[src/rtl/fifo_rd_sched.sv]
// fifo_rd_sched: read-side scheduler for the async FIFO.
// Shares the single FIFO read port between NUM_REQ consumers in the rclk
// domain. Each popped word is registered into one output stage and tagged
// with its owner. Arbitration is round-robin, with a per-owner burst limit
// of MAX_BURST consecutive pops.
//
// Ports:
//   rclk, rst_n      read clock, async active-low reset
//   empty, rdata     FIFO registered empty flag and head word
//   rinc             combinational pop strobe to the FIFO
//   req, ack         per-consumer level request and accept of presented word
//   dout_valid       one-hot: held word is presented to this consumer
//   dout, owner      registered word and index of current/last owner
//
// Optional: define FIFO_RD_SCHED_STATS_EN to add word_cnt (drained words)
// and grant_switch_cnt (owner changes). Both are 16-bit saturating counters.
module fifo_rd_sched #(
  parameter int NUM_REQ    = 2,
  parameter int DATA_WIDTH = 8,
  parameter int MAX_BURST  = 4,
  parameter int OWW        = (NUM_REQ > 1) ? $clog2(NUM_REQ) : 1
) (
  input  logic                  rclk,
  input  logic                  rst_n,
  input  logic                  empty,
  input  logic [DATA_WIDTH-1:0] rdata,
  output logic                  rinc,
  input  logic [NUM_REQ-1:0]    req,
  input  logic [NUM_REQ-1:0]    ack,
  output logic [NUM_REQ-1:0]    dout_valid,
  output logic [DATA_WIDTH-1:0] dout,
  output logic [OWW-1:0]        owner
`ifdef FIFO_RD_SCHED_STATS_EN
  ,
  output logic [15:0]           word_cnt,
  output logic [15:0]           grant_switch_cnt
`endif
);

  if (NUM_REQ < 2 || NUM_REQ > 8 || MAX_BURST < 1) begin : g_bad_param
    $error("fifo_rd_sched: NUM_REQ must be 2..8 and MAX_BURST >= 1");
  end

  localparam int             BCW        = (MAX_BURST > 1) ? $clog2(MAX_BURST) : 1;
  localparam logic [BCW-1:0] BURST_LAST = BCW'(MAX_BURST - 1);
  localparam logic [OWW:0]   NREQ_W     = (OWW+1)'(NUM_REQ);

  logic [NUM_REQ-1:0]    vld_q,   vld_d;
  logic [DATA_WIDTH-1:0] dout_q,  dout_d;
  logic [OWW-1:0]        owner_q, owner_d;
  logic [BCW-1:0]        burst_q, burst_d;
  // Cleared by reset so the very first pop always scans from owner+1 (i.e. 0)
  // and is not counted as an owner switch.
  logic                  granted_q, granted_d;

  logic                   drain, slot_free, keep, same;
  logic [2*NUM_REQ-1:0]   rot;
  logic [OWW-1:0]         k, scan_sel, sel;
  logic [OWW:0]           scan_sum;

  always_comb begin
    drain     = |(vld_q & ack);
    slot_free = ~(|vld_q) | drain;
    rinc      = ~empty & slot_free & (|req);

    // Rotate req so bit 0 is owner+1 and bit NUM_REQ-1 is owner itself;
    // the lowest set bit is then the round-robin winner.
    rot = {req, req} >> ({1'b0, owner_q} + 1'b1);
    k   = '0;
    for (int i = NUM_REQ-1; i >= 0; i--) begin
      if (rot[i]) k = OWW'(i);
    end
    scan_sum = {1'b0, owner_q} + {1'b0, k} + 1'b1;
    scan_sel = (scan_sum >= NREQ_W) ? OWW'(scan_sum - NREQ_W) : scan_sum[OWW-1:0];

    // rot[NUM_REQ-1] is req[owner_q]
    keep = granted_q & rot[NUM_REQ-1] & (burst_q < BURST_LAST);
    sel  = keep ? owner_q : scan_sel;
    same = granted_q & (sel == owner_q);

    vld_d     = vld_q;
    dout_d    = dout_q;
    owner_d   = owner_q;
    burst_d   = burst_q;
    granted_d = granted_q;
    if (rinc) begin
      // A pop replaces the held word even when it drains on this same edge.
      vld_d     = {{(NUM_REQ-1){1'b0}}, 1'b1} << sel;
      dout_d    = rdata;
      owner_d   = sel;
      granted_d = 1'b1;
      if (same) burst_d = (burst_q == BURST_LAST) ? burst_q : burst_q + 1'b1;
      else      burst_d = '0;
    end else if (drain) begin
      vld_d = '0;
    end
  end

  always_ff @(posedge rclk or negedge rst_n) begin
    if (!rst_n) begin
      vld_q     <= '0;
      dout_q    <= '0;
      owner_q   <= OWW'(NUM_REQ - 1);
      burst_q   <= '0;
      granted_q <= 1'b0;
    end else begin
      vld_q     <= vld_d;
      dout_q    <= dout_d;
      owner_q   <= owner_d;
      burst_q   <= burst_d;
      granted_q <= granted_d;
    end
  end

  assign dout_valid = vld_q;
  assign dout       = dout_q;
  assign owner      = owner_q;

`ifdef FIFO_RD_SCHED_STATS_EN
  logic [15:0] word_cnt_q, word_cnt_d;
  logic [15:0] sw_cnt_q,   sw_cnt_d;

  always_comb begin
    word_cnt_d = word_cnt_q;
    sw_cnt_d   = sw_cnt_q;
    if (drain && word_cnt_q != 16'hFFFF)                  word_cnt_d = word_cnt_q + 16'd1;
    if (rinc && granted_q && !same && sw_cnt_q != 16'hFFFF) sw_cnt_d = sw_cnt_q + 16'd1;
  end

  always_ff @(posedge rclk or negedge rst_n) begin
    if (!rst_n) begin
      word_cnt_q <= '0;
      sw_cnt_q   <= '0;
    end else begin
      word_cnt_q <= word_cnt_d;
      sw_cnt_q   <= sw_cnt_d;
    end
  end

  assign word_cnt         = word_cnt_q;
  assign grant_switch_cnt = sw_cnt_q;
`endif

endmodule

[config.mk]
export PLATFORM = sky130hd
export DESIGN_NAME = fifo_rd_sched
export DESIGN_NICKNAME = d
export VERILOG_FILES = /design/src/rtl/fifo_rd_sched.sv
export SDC_FILE = /design/constraint.sdc
export NUM_CORES = 1
export LEC_CHECK = 0
export CORE_MARGIN = 1
export CORE_UTILIZATION = 38
export DETAILED_ROUTE_END_ITERATION = 16
export GPL_TIMING_DRIVEN = 0
export PLACE_DENSITY = 0.76
export SLEW_MARGIN = 15
export SYNTH_ARGS = -nofsm -noshare
export SYNTH_HDL_FRONTEND = slang
export SYNTH_SLANG_ARGS = --single-unit
[constraint.sdc]
create_clock -name rclk -period 1.4 [get_ports rclk]
set_clock_uncertainty 0.05 [all_clocks]
set_input_delay 0.35 -clock rclk [delete_from_list [all_inputs] [get_ports rclk]]
set_output_delay 0.35 -clock rclk [all_outputs]
set_load 0.01 [all_outputs]
# After elaboration in Yosys (flattened, before gate mapping)

Index checks and enable logic that the tools add are counted.

Bits of input ports: 15
Output and inout bits: 12
Register bits: 14
Logic and storage cells: 39

Bitwise logic cells: 9
Add/sub/neg operators: 5
Eq/ne operators: 3
Reduce and logical (&&, ||, !) cells: 5
Shift operators: 2
Multiplexer cells: 8
Magnitude comparators: 2

Operator list:

| cell                  | count |
|---|---|
| $mux W2               | 4 |
| $reduce_or A2 Y1      | 3 |
| $and A1 B1 Y1         | 5 |
| $add A2 B1 Y2 const B | 2 |
| $mux W1               | 4 |
| $shr A4 B2 Y2         | 1 |
| $add A1 B1 Y2         | 1 |
| $add A1 B1 Y2 const B | 1 |
| $and A2 B2 Y2         | 1 |
| $eq A2 B2 Y1 const B  | 1 |
| $ge A2 B2 Y1 const B  | 1 |
| $lt A2 B2 Y1 const B  | 1 |
| $ne A2 B2 Y1 const B  | 1 |
| $not A1 Y1            | 2 |
| $reduce_and A2 Y1     | 1 |
| $reduce_bool A2 Y1    | 1 |
| $shl A1 B1 Y2 const A | 1 |
| $eq A1 B1 Y1          | 1 |
| $or A1 B1 Y1          | 1 |
| $sub A1 B1 Y1 const B | 1 |

# Depth between registers and ports, before layout

Gate-level depths: netlist of run 1.

Depth in word-level cells: 13
Gate-level depth with buffers: 5
Mapped depth without buffers: 5

# Least setup slack after synthesis of run 1

OpenSTA, ideal clock, no wires.

Path kind: reg-to-reg
Start point: register vld_q[1] (netlist: dout_valid[1])
End point: register burst_q[0]
Required time: 1,223 ps
Setup time: 127 ps
Stages on the path, launching flop included: 5
Period minus slack after synthesis: 1,563 ps
Path buffers: 0
Slack: -163 ps
Arrival: 1,386 ps
Cell sequence: dfrtp_1 and2b_4 a221oi_4 o21a_2 mux2_1

Word-level cells in the longest chain between the ends: 6
Elaborated cells on any way between the ends: 8
Those cells by class: bitwise (5); reduce/logical (3)

Ends and longest elaborated chain:

| element                                           | RTL line | RTL |
|---|---|---|
| start, declared                                   | 48       | `logic [NUM_REQ-1:0] vld_q, vld_d;` |
| start signal, assigned                            | 107      | `vld_q <= vld_d;` |
| $and A2 B2 Y2 or $reduce_or A2 Y1 (tied branches) | 62, 63   |  |
| $reduce_or A2 Y1 or $not A1 Y1 (tied branches)    | 62, 63   |  |
| $or A1 B1 Y1 *                                    | 63       | `slot_free = ~(\|vld_q) \| drain;` |
| $and A1 B1 Y1 * (2 in series)                     | 64       | `rinc = ~empty & slot_free & (\|req);` |
| $reduce_and A2 Y1 (no line) *                     | -        |  |
| end signal, assigned                              | 110      | `burst_q <= burst_d;` |
| end, declared                                     | 51       | `logic [BCW-1:0] burst_q, burst_d;` |

Every way passes the cells marked *; elsewhere a longest branch is shown, timed or not.
A chain may end at the register's enable or synchronous reset.

# Worst setup path after layout of run 1

Start point: register vld_q[1] (netlist: dout_valid[1])
End point: output rinc

Word-level cells in the longest chain between the ends: 5
Elaborated cells on any way between the ends: 7
Those cells by class: bitwise (5); reduce/logical (2)

Ends and longest elaborated chain:

| element                                           | RTL line | RTL |
|---|---|---|
| $and A2 B2 Y2 or $reduce_or A2 Y1 (tied branches) | 62, 63   |  |
| $reduce_or A2 Y1 or $not A1 Y1 (tied branches)    | 62, 63   |  |
| $or A1 B1 Y1 *                                    | 63       |  |
| $and A1 B1 Y1 * (2 in series)                     | 64       |  |
| end, declared                                     | 27       | `output logic rinc,` |

Marked as above.

==> flow_metrics.py, run 1 <==
metrics = {
    "sta": {
        "setup_violations": 13,
        "rsz0062_at_grt": "true",
        "min_period_over_period_pct": 126.6,
        "layout_setup_ws_ns": -0.3721,
        "relSlewSlack_pct": 60.58,
        "timing.hold.ws_ns": 0.4020,
        "tightest_slew_ns": 0.5895,
        "final.min_clock_period_ns": 1.772,
        "drv_slew": 0,
        "max_freq_mhz": 564.3,
        "hold_viol": 0,
    },
    "floorplanning": {
        "core_area_um2": 1764,
        "ios": 27,
        "die_w_um": 45.93,
        "dieArea_um2": 2109,
        "start_util_pct": 41.56,
        "rows": 15,
        "die_h_um": 45.93,
    },
    "cells_and_area": {
        "antenna_cells": 0,
        "final_util_pct": 65.60,
        "final_nets": 108,
        "area_growth_pct": 57.85,
        "final_cells": 116,
        "drive_above_1_share_pct": 41.76,
    },
    "grt": {
        "grt_pass1_vias": 590,
        "grt_first_pass_wirelength_um": 2511,
        "grt_max_degree": 15,
        "grt-ovfl-total": 0,
        "antenna_found_initial": 0,
        "grt.total_usage_pct": 16.87,
    },
    "worst_setup_path": {
        "worstSetupPathType": "reg -> out",
        "crit_path_start_kind": "flop",
        "r2r_slack_ns": -0.31,
        "critPathMaxFanout": 3,
        "cp.arrival_ns": 1.37,
        "worstSetupEndpointType": "output pin",
        "required_ns": 1.00,
    },
    "drt": {
        "drtPass1Iterations": 4,
        "viasPerCell": 4.793,
        "wl_met3_um": 109,
        "drcViolationCount": 0,
        "dr.first_iter.drc_count": 3,
        "routed_wl_um": 1498,
        "routedWlPerCell_um": 12.91,
        "ant_nets": 0,
        "top_layer_used": "met4",
        "met1_length_um": 635,
        "met2RoutedLength_um": 742,
        "vias": 556,
    },
    "logic_synthesis": {
        "synthCells": 55,
        "synth-seq-cells": 14,
        "yosys_warnings": 0,
        "syn-num-nets": 71,
        "synth_cell_types": 28,
        "synth.avg_cell_area_um2": 13.33,
        "syn-cell-area_um2": 733.2,
        "ys_seq_area_share_pct": 47.95,
    },
    "clock_tree": {
        "clk_pin_slew_ns": 0.08,
        "insertion_delay_ns": 0.27,
        "cts_hold_buf": 0,
        "clk_path_buf_depth": 2,
        "cts_tree": "done",
        "clock_sink_count": 14,
        "cts-htree-levels": 1,
        "root_buffer": "clkbuf_4",
        "numCtsBuffers": 3,
    },
    "pwr": {
        "p_per_area_nw_per_um2": 1445,
        "p_leak_nw": 0.5360,
        "max-vdd-ir-drop_mv": 0.8331,
    },
    "outcome": {
        "violations": "negative setup slack",
        "status": "complete, but fails checks",
    },
    "place": {
        "place_inst": 106,
        "place_congestion": 0.6946,
        "dp_hpwl_um": 1053,
        "portBuffers": 26,
    },
    "hold_path": {
        "hold_class": "in -> async",
    },
    "run": {
        "cap_violations": 0,
    },
}
==> layout by cell type, fill, tap and decap left out <==
cell type        count
a2bb2oi_2            1
nor2b_2              1
dlygate4sd2_1       14
a21o_1               1
inv_1                2
mux2_4              11
ha_2                 1
nand2b_4             1
o21bai_4             1
and3b_1              1
dfstp_2              1
clkbuf_8             1
nor3b_1              1
o21a_4               1
clkbuf_4             3
buf_12               1
nand2_1              4
and2_1               2
a21boi_2             1
and2_2               1
nand2_2              1
buf_6                4
a221oi_4             1
a32oi_1              1
or2_2                1
buf_4                4
nor2_1               2
mux2i_1              1
o21ai_2              1
and2b_4              1
o31ai_1              1
dfrtp_1             13
clkdlybuf4s50_1      9
clkdlybuf4s15_1      1
==> power by group <==
part	leakage (nW)	total [mW]	switching, mW	internal (mW)
Sequential	0.164	0.635	0.0968	0.538
Combinational	0.351	0.760	0.284	0.477
Clock	0.0210	0.276	0.119	0.158
Total	0.536	1.67	0.499	1.17
==> worst paths after layout <==
path	startpoint	end	cells past startpoint
worst max-delay path	dout_valid[1]$_DFFE_PN0P_	rinc	4
worst min-delay path	rst_n	dout_valid[1]$_DFFE_PN0P_	1
worst max register to register	dout_valid[1]$_DFFE_PN0P_	dout[1]$_DFFE_PN0P_	6
worst min register to register	dout[5]$_DFFE_PN0P_	dout[5]$_DFFE_PN0P_	1
max in group asynchronous	rst_n	dout[1]$_DFFE_PN0P_	1
min in group rclk	dout[5]$_DFFE_PN0P_	dout[5]$_DFFE_PN0P_	1
==> cells in the mapped netlist <==
master	n	area [um2]
a221oi_4	1	26.28
and2_1	2	12.51
mux2_4	9	135.1
ha_1	1	12.51
a32oi_1	1	8.760
buf_6	1	11.26
dfstp_2	1	26.28
mux2_2	1	11.26
and2_2	1	7.510
o21a_2	1	8.760
inv_1	2	7.510
and2b_4	1	10.01
or2_2	1	6.260
a21o_1	1	7.510
mux2_1	1	11.26
o31ai_1	1	7.510
a21boi_0	1	7.510
dfrtp_1	13	325.3
o21ai_0	1	5.000
nand2_1	5	18.77
o21bai_2	1	11.26
nor2_1	2	7.510
a2bb2oi_1	1	8.760
and3b_1	1	8.760
nor2b_1	1	6.260
mux2i_1	1	10.01
nor3b_1	1	7.510
nand2b_1	1	6.260
==> cell type report <==
| cell class | count | area [um2] |
|---|---|---|
| sequential | 14 | 351.6 |
| multi-input combinational | 38 | 412.9 |
| tap | 25 | 31.28 |
| timing repair buffer | 32 | 306.5 |
| fill | 157 | 606.8 |
| inverter | 2 | 7.507 |
| clock buffer | 4 | 36.28 |
| buffer | 1 | 11.26 |
==> routing by layer <==
metal	vias up	GRT usage, %
met5	-	0
met4	0	7.059
met3	2	2.778
met2	25	28.73
met1	261	20.91
li1	268	-
==> cells by family (layout without fill, tap and decap cells) <==
kind of cell	count (synthesis)	count (layout)	share of synthesized area, %
buf+inv	3	39	2.560
fa+ha+maj	1	1	1.706
mux	12	12	22.87
compound gates	9	9	12.46
simple gates	16	16	12.46
flops	14	14	47.95
==> worst max-delay path, cell delays in order (launching register included) <==
cell and delay, ns:
dfrtp_1 0.39, and2b_4 0.18, a221oi_4 0.30, buf_6 0.15, buf_6 0.09
==> per-stage QoR <==
stage	power, mW	area, um2	setup TNS [ns]	setup slack [ns]
after floorplan	1.013	733.2	-1.651	-0.1629
after global placement	1.307	1025	-9.185	-1.129
after detailed placement	1.333	1025	-9.519	-1.144
after CTS	1.634	1119	-3.505	-0.3967
after global routing	1.789	1157	-4.208	-0.4329
final	1.672	1157	-3.485	-0.3721
==> sequential cells by signal (all words and copies together), names as in the netlist <==
signal	count
owner	1
granted_q	1
dout_valid	2
burst_q	2
dout	8
==> what timing repair did <==
item | in CTS | in global routing
endpoints found under the setup margin | 26 | 17
buffers inserted | 5 | 2
pin swaps | 4 | 3
gates resized for setup | 36 | 7
Note: power is estimated with default switching activity, not from simulation.
==> run 2: changes to the inputs <==
- GPL_ROUTABILITY_DRIVEN: not set -> 1
==> results of run 2 <==
Same layout as run 1: the final DEF is identical, and so are final timing and power.
==> run 3: changes to the inputs <==
- SKIP_CTS_REPAIR_TIMING: not set -> 1
==> run 3 against run 2 <==
  * The run still ends with negative setup slack left
  * Die area unchanged
  * Combinational power rose by 14%
  * Power is 7.6% higher
  * Core utilization grew 5.5 points
  * Worst hold slack worse by 0.0079 ns
  * Design area grew 8.3%
  * Critical path depth is 1 higher
  * Register-to-register slack worse by 0.02 ns
  * Largest power group unchanged
==> flow_metrics.py, run 3 (synthesis gave the netlist of run 1 again) <==
metrics = {
    "cells_and_area": {
        "nFillCells": 134,
        "layout_commonest_cell": "dlymetal6s2s_1",
        "area_growth_pct": 70.99,
        "final_util_pct": 71.06,
        "final_cell_mix": "14 x dlymetal6s2s_1, 13 x dfrtp_1, 11 x mux2_4",
        "antenna_cells": 0,
        "drive_above_1_share_pct": 44.33,
        "final_nets": 114,
        "regArea_um2": 351.6,
        "largest_register_ffs": 8,
        "multi_input_area_um2": 420.4,
    },
    "sta": {
        "tightest_slew_ns": 0.5949,
        "max_freq_mhz": 536.5,
        "rsz0062_at_grt": "true",
        "drv_slew": 0,
        "layout_setup_ws_ns": -0.4641,
        "hold_viol": 0,
        "min_period_over_period_pct": 133.1,
        "final.min_clock_period_ns": 1.864,
        "setup_violations": 13,
        "relSlewSlack_pct": 60.22,
    },
    "clock_tree": {
        "clock_sink_count": 14,
        "cts_tree": "done",
        "cts-htree-levels": 1,
        "clk_pin_slew_ns": 0.08,
        "insertion_delay_ns": 0.27,
        "clk_path_buf_depth": 2,
        "numCtsBuffers": 3,
        "root_buffer": "clkbuf_4",
    },
    "worst_setup_path": {
        "worstSetupPathType": "in -> out",
        "worst_path_max_delay_cell": "clkdlybuf4s50_1",
        "required_ns": 1.00,
        "r2r_slack_ns": -0.33,
        "ff2ff_path_depth": 6,
        "path_common_cell": "buf_6",
        "path_cells": "clkdlybuf4s50_1 -> o21bai_4 -> a221oi_4 -> buf_6 -> buf_6",
        "crit_path_start_kind": "input pin",
        "critPathMaxFanout": 6,
        "worstSetupEndpointType": "output pin",
        "r2r_end": "dout[1]$_DFFE_PN0P_",
        "cp.arrival_ns": 1.46,
        "crit_path_max_incr_delay_ns": 0.40,
        "r2r_start": "dout_valid[1]$_DFFE_PN0P_",
    },
    "drt": {
        "drtPass1Iterations": 4,
        "vias": 584,
        "dr.first_iter.drc_count": 11,
        "routedWlPerCell_um": 13.51,
        "drcViolationCount": 0,
        "ant_nets": 0,
        "viasPerCell": 4.787,
        "routed_wl_um": 1648,
    },
    "grt": {
        "antenna_found_initial": 0,
        "grt-ovfl-total": 0,
        "grt_max_degree": 15,
        "grt.total_usage_pct": 14.97,
        "grt_first_pass_wirelength_um": 2214,
        "grt_pass1_vias": 519,
    },
    "outcome": {
        "violations": "negative setup slack",
        "status": "complete, but fails checks",
    },
    "pwr": {
        "totalPowerFinal_mw": 1.799,
        "p_per_area_nw_per_um2": 1435,
        "max-vdd-ir-drop_mv": 0.8153,
        "p_leak_nw": 0.6804,
    },
    "hold_path": {
        "hold_class": "in -> async",
    },
    "floorplanning": {
        "dieArea_um2": 2109,
        "core_area_um2": 1764,
        "die_w_um": 45.93,
        "ios": 27,
        "die_h_um": 45.93,
        "start_util_pct": 41.56,
        "rows": 15,
    },
    "place": {
        "dp_slack_ns": -1.144,
        "portBuffers": 26,
        "dp_hpwl_um": 1053,
        "place_congestion": 0.6946,
    },
    "run": {
        "cap_violations": 0,
    },
}
run 3: cell types whose count changed in the layout (fill, tap and decap cells not counted):
cell | previous run | this run
dlygate4sd2_1 | 14 | 0
dlymetal6s2s_1 | 0 | 14
buf_4 | 4 | 10
buf_12 | 1 | 0
buf_6 | 4 | 5
clkdlybuf4s15_1 | 1 | 0
clkdlybuf4s50_1 | 9 | 10
ha_2 | 1 | 0
ha_4 | 0 | 1
nor2b_1 | 0 | 1
nor2b_2 | 1 | 0
run 3: worst max path at each step:
| stage | startpoint | end | depth (start not counted) |
|---|---|---|---|
| 6_report | empty | rinc | 5 |
| 5_1_grt | dout_valid[1]$_DFFE_PN0P_ | rinc | 4 |
| 4_1_cts | ack[1] | rinc | 5 |
| 3_5_place_dp | ack[1] | rinc | 5 |
| 3_3_place_gp | ack[1] | rinc | 5 |
| 2_1_floorplan | dout_valid[1]$_DFFE_PN0P_ | burst_q[0]$_DFFE_PN0P_ | 4 |
run 3: where the power goes:
group | switching, mW | total [mW] | leakage, nW | internal [mW]
Sequential | 0.114 | 0.652 | 0.164 | 0.538
Clock | 0.125 | 0.283 | 0.0210 | 0.158
Combinational | 0.296 | 0.864 | 0.495 | 0.568
Total | 0.535 | 1.80 | 0.680 | 1.26
run 3: per-layer routing:
metal / GRT usage [%] / share of wire [%] / vias up
met5: 0 / 0 / -
met4: 7.059 / 0.61 / 0
met3: 2.778 / 6.3 / 2
met2: 23.38 / 51 / 23
met1: 19.90 / 42 / 280
li1: - / - / 279
run 3: layout make-up:
type                            instances  share of cell area (%)
Multi-Input combinational cell         38                   33.53
Buffer                                  1                  0.8982
Inverter                                2                  0.5988
Tap cell                               25                   2.495
Timing Repair Buffer                   38                   31.54
Clock buffer                            4                   2.894
Sequential cell                        14                   28.04
run 3: per-stage QoR:
step                cells  setup TNS, ns  hold WS, ns  area (um2)
global route          122         -3.856       0.4269        1254
finish                122         -3.430       0.3942        1254
floorplan              55         -1.651     0.004409       733.2
global placement      106         -9.185       0.4462        1025
CTS                   110         -7.956       0.4177        1061
detailed placement    106         -9.519       0.4463        1025
run 3: worst max-delay path: cells and delay by family:
kind	cells	cell delay, ns
AOI/OAI and AO/OA	2	0.44
buffers and inverters	3	0.67
